## src/rtl/calc_pkg.sv

```systemverilog
// Shared definitions for the sequential binary-to-BCD converter:
// FSM state encoding, BCD digit width and the minimum-digit helper.
package calc_pkg;

  typedef enum logic [1:0] {
    IDLE  = 2'd0,
    SHIFT = 2'd1,
    DONE  = 2'd2
  } state_e;

  localparam int unsigned DIGIT_W = 4;

  // Smallest digit count whose decimal range exceeds every WIDTH-bit value.
  function automatic int unsigned min_digits(input int unsigned width);
    longint unsigned lim;
    longint unsigned p;
    int unsigned     d;
    lim = 64'd1 << width;
    p   = 64'd10;
    d   = 1;
    while (p <= lim) begin
      p = p * 64'd10;
      d = d + 1;
    end
    return d;
  endfunction

endpackage

```

## src/rtl/bcd_add3.sv

```systemverilog
// Single-digit correction for shift-and-add-3: digits of 5..9 get +3 so the
// following left shift carries correctly into the next decimal digit.
module bcd_add3
  import calc_pkg::*;
(
  input  logic [DIGIT_W-1:0] in_i,
  output logic [DIGIT_W-1:0] out_o
);

  // Digit values reaching this block are at most 9, so +3 never wraps.
  assign out_o = (in_i >= DIGIT_W'(5)) ? in_i + DIGIT_W'(3) : in_i;

endmodule

```

## src/rtl/bin2bcd_seq.sv

```systemverilog
// Sequential binary-to-BCD converter, one operand bit per clock, with a
// start/busy/done handshake toward the display sequencer.
// Optional build macro: BCD_SIGNED_EN (two's-complement input, sign on neg).
module bin2bcd_seq
  import calc_pkg::*;
#(
  parameter int unsigned WIDTH  = 8,
  parameter int unsigned DIGITS = 3
) (
  input  logic                        clock,
  input  logic                        reset,
  input  logic                        start,
  input  logic [WIDTH-1:0]            bin,
  output logic                        busy,
  output logic                        done,
  output logic [DIGIT_W*DIGITS-1:0]   bcd,
  output logic                        neg
);

  localparam int unsigned BCD_W = DIGIT_W * DIGITS;
  localparam int unsigned CNT_W = $clog2(WIDTH + 1);

  // Too few digits would silently truncate large operands.
  if (DIGITS < min_digits(WIDTH)) begin : g_digits_check
    $error("bin2bcd_seq: DIGITS too small for WIDTH");
  end

  state_e             state_q;
  logic [CNT_W-1:0]   cnt_q;
  logic [WIDTH-1:0]   sh_q;
  logic [BCD_W-1:0]   dig_q;
  logic               busy_q;
  logic               done_q;
  logic [BCD_W-1:0]   bcd_q;

  logic [BCD_W-1:0]   dig_corr;
  logic [BCD_W-1:0]   dig_d;
  logic [WIDTH-1:0]   sh_d;
  logic [WIDTH-1:0]   mag;
  logic               accept;
  logic               last_shift;

  // Per-digit add-3 correction ahead of each shift.
  for (genvar g = 0; g < DIGITS; g++) begin : g_add3
    bcd_add3 u_add3 (
      .in_i  (dig_q[g*DIGIT_W +: DIGIT_W]),
      .out_o (dig_corr[g*DIGIT_W +: DIGIT_W])
    );
  end

  // One step of the {digits, operand} left shift.
  assign dig_d = {dig_corr[BCD_W-2:0], sh_q[WIDTH-1]};
  assign sh_d  = {sh_q[WIDTH-2:0], 1'b0};

  assign accept     = start && ((state_q == IDLE) || (state_q == DONE));
  assign last_shift = (state_q == SHIFT) && (cnt_q == CNT_W'(WIDTH - 1));

`ifdef BCD_SIGNED_EN
  logic neg_pend_q;
  logic neg_q;

  // Convert the magnitude; the sign travels separately.
  assign mag = bin[WIDTH-1] ? WIDTH'(~bin + WIDTH'(1)) : bin;
  assign neg = neg_q;

  // Capture sign on accept, publish it together with the digits.
  always_ff @(posedge clock) begin
    if (reset) begin
      neg_pend_q <= 1'b0;
      neg_q      <= 1'b0;
    end else begin
      if (accept) neg_pend_q <= bin[WIDTH-1];
      if (last_shift) neg_q  <= neg_pend_q;
    end
  end
`else
  assign mag = bin;
  assign neg = 1'b0;
`endif

  // Control FSM, bit counter, scratch registers and registered outputs.
  // bcd is loaded on the edge entering DONE so it is valid with the done pulse.
  always_ff @(posedge clock) begin
    if (reset) begin
      state_q <= IDLE;
      cnt_q   <= '0;
      sh_q    <= '0;
      dig_q   <= '0;
      busy_q  <= 1'b0;
      done_q  <= 1'b0;
      bcd_q   <= '0;
    end else begin
      done_q <= 1'b0;
      unique case (state_q)
        IDLE, DONE: begin
          if (accept) begin
            state_q <= SHIFT;
            sh_q    <= mag;
            dig_q   <= '0;
            cnt_q   <= '0;
            busy_q  <= 1'b1;
          end else begin
            state_q <= IDLE;
          end
        end
        SHIFT: begin
          sh_q  <= sh_d;
          dig_q <= dig_d;
          cnt_q <= cnt_q + CNT_W'(1);
          if (last_shift) begin
            state_q <= DONE;
            busy_q  <= 1'b0;
            done_q  <= 1'b1;
            bcd_q   <= dig_d;
          end
        end
        default: begin
          state_q <= IDLE;
          busy_q  <= 1'b0;
        end
      endcase
    end
  end

  assign busy = busy_q;
  assign done = done_q;
  assign bcd  = bcd_q;

endmodule
```

## config.mk

```make
export PLATFORM = sky130hd
export DESIGN_NAME = bin2bcd_seq
export DESIGN_NICKNAME = d
export VERILOG_FILES = /design/src/rtl/calc_pkg.sv /design/src/rtl/bcd_add3.sv /design/src/rtl/bin2bcd_seq.sv
export SDC_FILE = /design/constraint.sdc
export NUM_CORES = 1
export LEC_CHECK = 0
export ABC_CLOCK_PERIOD_IN_PS = 3900
export BUFFER_PORTS_ARGS = -buffer_cell sky130_fd_sc_hd__buf_4
export CAP_MARGIN = 20
export CORE_UTILIZATION = 30
export CTS_CLUSTER_DIAMETER = 40
export CTS_CLUSTER_SIZE = 30
export DETAILED_ROUTE_END_ITERATION = 16
export SKIP_LAST_GASP = 1
export SLEW_MARGIN = 20
export SYNTH_ARGS = -nofsm -noshare
export SYNTH_HDL_FRONTEND = slang
export SYNTH_SLANG_ARGS = --single-unit
```

## constraint.sdc

```tcl
create_clock -name clock -period 3.9 [get_ports clock]
set_clock_uncertainty 0.1 [all_clocks]
set_input_delay 0.39 -clock clock [delete_from_list [all_inputs] [get_ports clock]]
set_output_delay 0.39 -clock clock [all_outputs]
set_load 0.02 [all_outputs]
```

; ---- After elaboration in Yosys (flattened, before gate mapping)
; Cells that the tools add are included.
[totals]
ff_bits = 40
latch_bits = 0
memories = 0
in_bits = 11
ram_bits = 0
mem_bits_ro = 0
output_inout_bits = 15
[op_classes]
shifts = 0
n_mux = 16
n_eq_ne = 5
n_div = 0
n_reduce_logical = 10
n_lt_le_gt_ge = 3
multipliers = 0
add_sub_neg = 4
bitwise = 1
[op_table]
columns = cell, count
row1 = case mux 12 bit (2 select lines), 1
row2 = case mux 8 bit (2 select lines), 1
row3 = "greater-or-equal comparator 4 x 3 -> 1 bit, second input constant", 3
row4 = 2-to-1 mux 12 bit, 1
row5 = 2-to-1 mux 4 bit, 3
row6 = "adder 4 x 2 -> 4 bit, second input constant", 2
row7 = 2-to-1 mux 8 bit, 1
row8 = case mux 4 bit (2 select lines), 1
row9 = AND reduction 2 bit, 3
row10 = "adder 4 x 1 -> 4 bit, second input constant", 1
row11 = "== test 4 x 3 -> 1 bit, second input constant", 1
row12 = 2-to-1 mux 1 bit, 4
row13 = "!= test 2 bit, second input constant", 2
row14 = case mux 2 bit (2 select lines), 1
row15 = OR reduction 2 bit, 2
row16 = "adder 3 x 2 -> 3 bit, second input constant", 1
row17 = 2-to-1 mux 3 bit, 1
row18 = "== test 2 x 1 -> 1 bit, second input constant", 1
row19 = "== test 2 bit, second input constant", 1
row20 = logical AND 1 bit, 2
row21 = logical NOT 2 bit, 1
row22 = 2-to-1 mux 2 bit, 1
row23 = case mux 1 bit (2 select lines), 1
row24 = nonzero test 2 bit, 1
row25 = 2 further kinds, 2

; ---- Depth between registers and ports, before layout
[logic_depth]
ltp_word = 5
ltp_mapped = 6

; ---- Hierarchy
; From an unflattened synthesis, not the netlist that was laid out.
[unflattened]
hier_cells = 202
hier_area_um2 = 1809.2
[by_module_without_submodules]
columns = module, cells_each, instances, area_per_inst_um2
row1 = bin2bcd_seq, 154, 1, 1505.2
row2 = bcd_add3, 16, 3, 101.3

; ---- Worst setup path before layout
; OpenSTA, ideal clock, no wires.
[synth_path]
path_type = flip-flop to flip-flop
from = reg dig_q[0]
to = reg dig_q[2]
setup_time_ns = 0.075
t_required_ns = 3.725
path_slack_ns = 2.327
arrival_time_ns = 1.398
n_path_buf = 0
synth_period_minus_slack_ns = 1.573
stages_incl_launch_ff = 7
cell_sequence = dfxtp_1 -> inv_1 -> ha_1 -> nand2b_1 -> a21oi_1 -> mux2_2 -> o22ai_1
[synth_via]
elab_chain_cells = 3
elab_cells_between_ends = 4
classes_between = add/sub: 1 / order compare: 1 / mux: 2
[synth_rtl]
columns = item, line
row1 = "start, declared", bin2bcd_seq.sv:31  ; logic [BCD_W-1:0] dig_q;
row2 = "start signal, assigned", bin2bcd_seq.sv:108  ; dig_q <= dig_d;
row3 = adder 4 x 2 -> 4 bit / greater-or-equal comparator 4 x 3 -> 1 bit (equally long branches), bcd_add3.sv:11  ; assign out_o = (in_i >= DIGIT_W'(5)) ? in_i + DIGIT_W'(3) : in_i;
row4 = 2-to-1 mux 4 bit (*), bcd_add3.sv:11
row5 = case mux 12 bit (2 select lines) (*), bin2bcd_seq.sv:94  ; unique case (state_q)
; Every way passes the cells marked *; elsewhere a longest branch is shown, timed or not.
; A chain may end at the register's enable or synchronous reset.

; ---- Final worst setup path
[layout_path]
from = reg state_q[0]
to = reg cnt_q[2]
[layout_via]
elab_chain_cells = 5
elab_cells_between_ends = 10
classes_between = eq/ne: 3 / mux: 1 / reduce/logical: 6
[layout_rtl]
columns = item, line
row1 = "start, declared", bin2bcd_seq.sv:28  ; state_e state_q;
row2 = "start signal, assigned", bin2bcd_seq.sv:85  ; state_q <= IDLE;
row3 = "start signal, assigned", bin2bcd_seq.sv:97  ; state_q <= SHIFT;
row4 = "start signal, assigned", bin2bcd_seq.sv:103  ; state_q <= IDLE;
row5 = == test 2 bit / logical NOT 2 bit (equally long branches), "bin2bcd_seq.sv:55, bin2bcd_seq.sv:94"
row6 = logical OR 1 bit, bin2bcd_seq.sv:55  ; assign accept = start && ((state_q == IDLE) || (state_q == DONE));
row7 = logical AND 1 bit, bin2bcd_seq.sv:55
row8 = != test 2 bit (no line), --
row9 = AND reduction 2 bit (no line), --
row10 = "end signal, assigned", bin2bcd_seq.sv:109  ; cnt_q <= cnt_q + CNT_W'(1);
row11 = "end, declared", bin2bcd_seq.sv:29  ; logic [CNT_W-1:0] cnt_q;
; Several ways; a longest one is shown, not always the timed one.

==> results.cfg <==
[synthesis]
avgSynthCellArea_sq_um = 9.190
seq_area_frac_synth = 0.4423
synth_cell_type_count = 31
yosys.area.top_type = dfxtp_1
ys_async_sr_fraction = 0
synth_area_sq_um = 1810
synth_cells = 197
synth-edff-count = 0
yosys_warnings = 0
synth_top_area_frac = 0.4423
synth_seq_cells = 40
ys_top_cells_by_area = dfxtp_1 44%, a21oi_1 5.8%, ha_1 4.8%
synth-main-ff-cell = dfxtp_1
synthesis.nets = 215

[layout]
fill_cells = 611
area_growth_pct = 13.96
drive_above_1_share = 0.1887
final_cell_mix = 40 x dfxtp_1, 24 x buf_4, 21 x a21oi_1
regArea_sq_um = 800.8
multiInputGateArea_sq_um = 889.6
final_util = 0.3635
fin_cells = 284
mostFrequentLayoutCell = dfxtp_1
antennaDiodeCount = 0
nNetsFinal = 232

[timing]
hold_viol_final = 0
tns_ps = 0
fin_crit_ps = 2114
tightest_slew_ps = 827.1
drv_slew = 0
fin_crit_sh = 0.5422
fmax_mhz = 472.9
finalHoldWorstSlack_ps = 249.6
setup_violations = 0
rsz0062_at_grt = no
slew_headroom = 0.4466

[clock_network]
ctsResizeCount = 0
cts_made_buffers = 5
clock_sinks = 40
cts_tree = done
cts_setup_buffers = 0
clockRootBuffer = clkbuf_8
clk_latency_ps = 290
clkSlewWorstSetupHoldPaths_ps = 70
clockBufferDepth = 2
htree_levels = 2
ctsHoldBuffers = 0

[setup_path]
cp_data_required_time_ps = 4020
cp_max_fo = 20
slowest_stage = nor2_1
worstPathArrival_ps = 2230
r2r_slack_ps = 1790
worstSetupPathType = flop to flop
cp-end-kind = flop
r2r_start = state_q[0]
critPathMaxStageDelay_ps = 740
start_kind = flop
path_cells = and2b_1, nor2_1, o21ai_0, a21oi_1
rr_worst_depth = 4
r2r_end = cnt_q[2]

[route]
vias_per_cell = 4.944
ant_nets = 0
first_pass_iters = 4
routedWlPerCell_microns = 12.39
detailroute.via_count = 1404
drt_iter0_drc = 57
route.detailed.drc = 0
wl_microns = 3520

[run]
cap_violations = 0

[placed_design]
hpwl_microns = 2326
dp.cells = 279
portBuffers = 24
routabilityCongestion = 0.7251

[worst_hold_path]
hold_depth = 3
min_from = bin[0]
whs_endpoint = sh_q[0]
min_path_type = input port to flop

[die]
core_sq_um = 5675
rows = 27
dieArea_sq_um = 6350
initial_core_util = 0.3190
io_pins = 26
die_w_microns = 79.69
fp.dieH_microns = 79.69

[global_route]
antenna_found_initial = 0
grt_pass1_wl_microns = 5899
grt_overflow = 0
track_usage = 0.1205
grt_start_max_net_pins = 41
grt_pass1_vias = 1335

[power_and_ir_drop]
p_leak_nw = 0.7357
vdd_ir_drop_max_uv = 220.2
p_per_area_nw_per_um2 = 351.5

[outcome]
status = finished clean
-- metal layers --
| layer | global-route usage | wire (microns) | vias up |
|---|---|---|---|
| li1 | - | - | 728 |
| met1 | 0.1462 | 1679 | 642 |
| met2 | 0.1957 | 1631 | 27 |
| met3 | 0.03429 | 140 | 7 |
| met4 | 0.05455 | 68 | 0 |
| met5 | 0 | 0 | - |
-- power by group --
part,switching (W),internal [W],total (W),leakage [nW]
logic,0.0000352,0.0000217,0.0000569,0.376
clock network,0.000130,0.000115,0.000245,0.0359
registers,0.00000598,0.000417,0.000423,0.324
total,0.000171,0.000554,0.000725,0.736
-- stage by stage --
step	total power (W)	worst slack (ps)	instance area, sq um
floorplan	0.0004756	2327	1810
detailed placement	0.0004903	1652	1994
finish	0.0007253	1786	2063
global placement	0.0004894	1738	1994
CTS	0.0007376	1725	2063
global route	0.0007571	1581	2063
-- worst max-delay path by stage --
stage | start | endpoint | slack (ps) | cells past startpoint
floorplan | dig_q[0] | dig_q[2] | 2330 | 6
global placement | start | dig_q[11] | 1740 | 5
detailed placement | start | cnt_q[2] | 1650 | 5
CTS | state_q[0] | cnt_q[2] | 1720 | 4
global route | state_q[0] | cnt_q[2] | 1580 | 4
finish | state_q[0] | cnt_q[2] | 1790 | 4
-- synthesized netlist by cell type (2+ instances only) --
master and instances:
nand3b_1 5, nand2b_1 11, mux2i_1 2, or3_1 5
dfxtp_1 40, nand2_1 7, ha_1 7, clkbuf_1 4
a21oi_1 21, buf_2 6, inv_1 9, a22oi_1 10
buf_6 3, xnor2_1 4, o22ai_2 5, nor3_1 4
nand3_1 4, nor3b_1 5, o21ai_0 6, mux2_2 3
nor2_1 14, a211oi_1 5, o22ai_1 9
-- kinds of logic after synthesis --
family | synth area share
flip-flops | 0.4423
AND/OR/NAND/NOR | 0.1852
other | 0.002071
XOR/XNOR | 0.01935
adder cells (fa/ha/maj) | 0.04837
AO/OA/AOI/OAI | 0.2066
multiplexers | 0.02972
buffers and inverters | 0.06634
-- cell type report --
cell class | instances | area share
inverters | 9 | 0.01637
repair buffers | 24 | 0.08733
multi-input cells | 134 | 0.4312
well taps | 72 | 0.04366
flip-flops and latches | 40 | 0.3881
clock buffers | 5 | 0.03335
-- flip-flops by register name, indices dropped and copies added, names as in the netlist --
register  flops
bcd          12
busy          1
cnt_q         4
dig_q        12
done          1
sh_q          8
state_q       2
-- worst max-delay path, delay by kind of cell, from the launching register on --
family / cells / cell delay [ps]
flip-flops: 1 / 370
AO/OA/AOI/OAI: 2 / 390
AND/OR/NAND/NOR: 2 / 1180
Power figures use the tool's default switching activity.
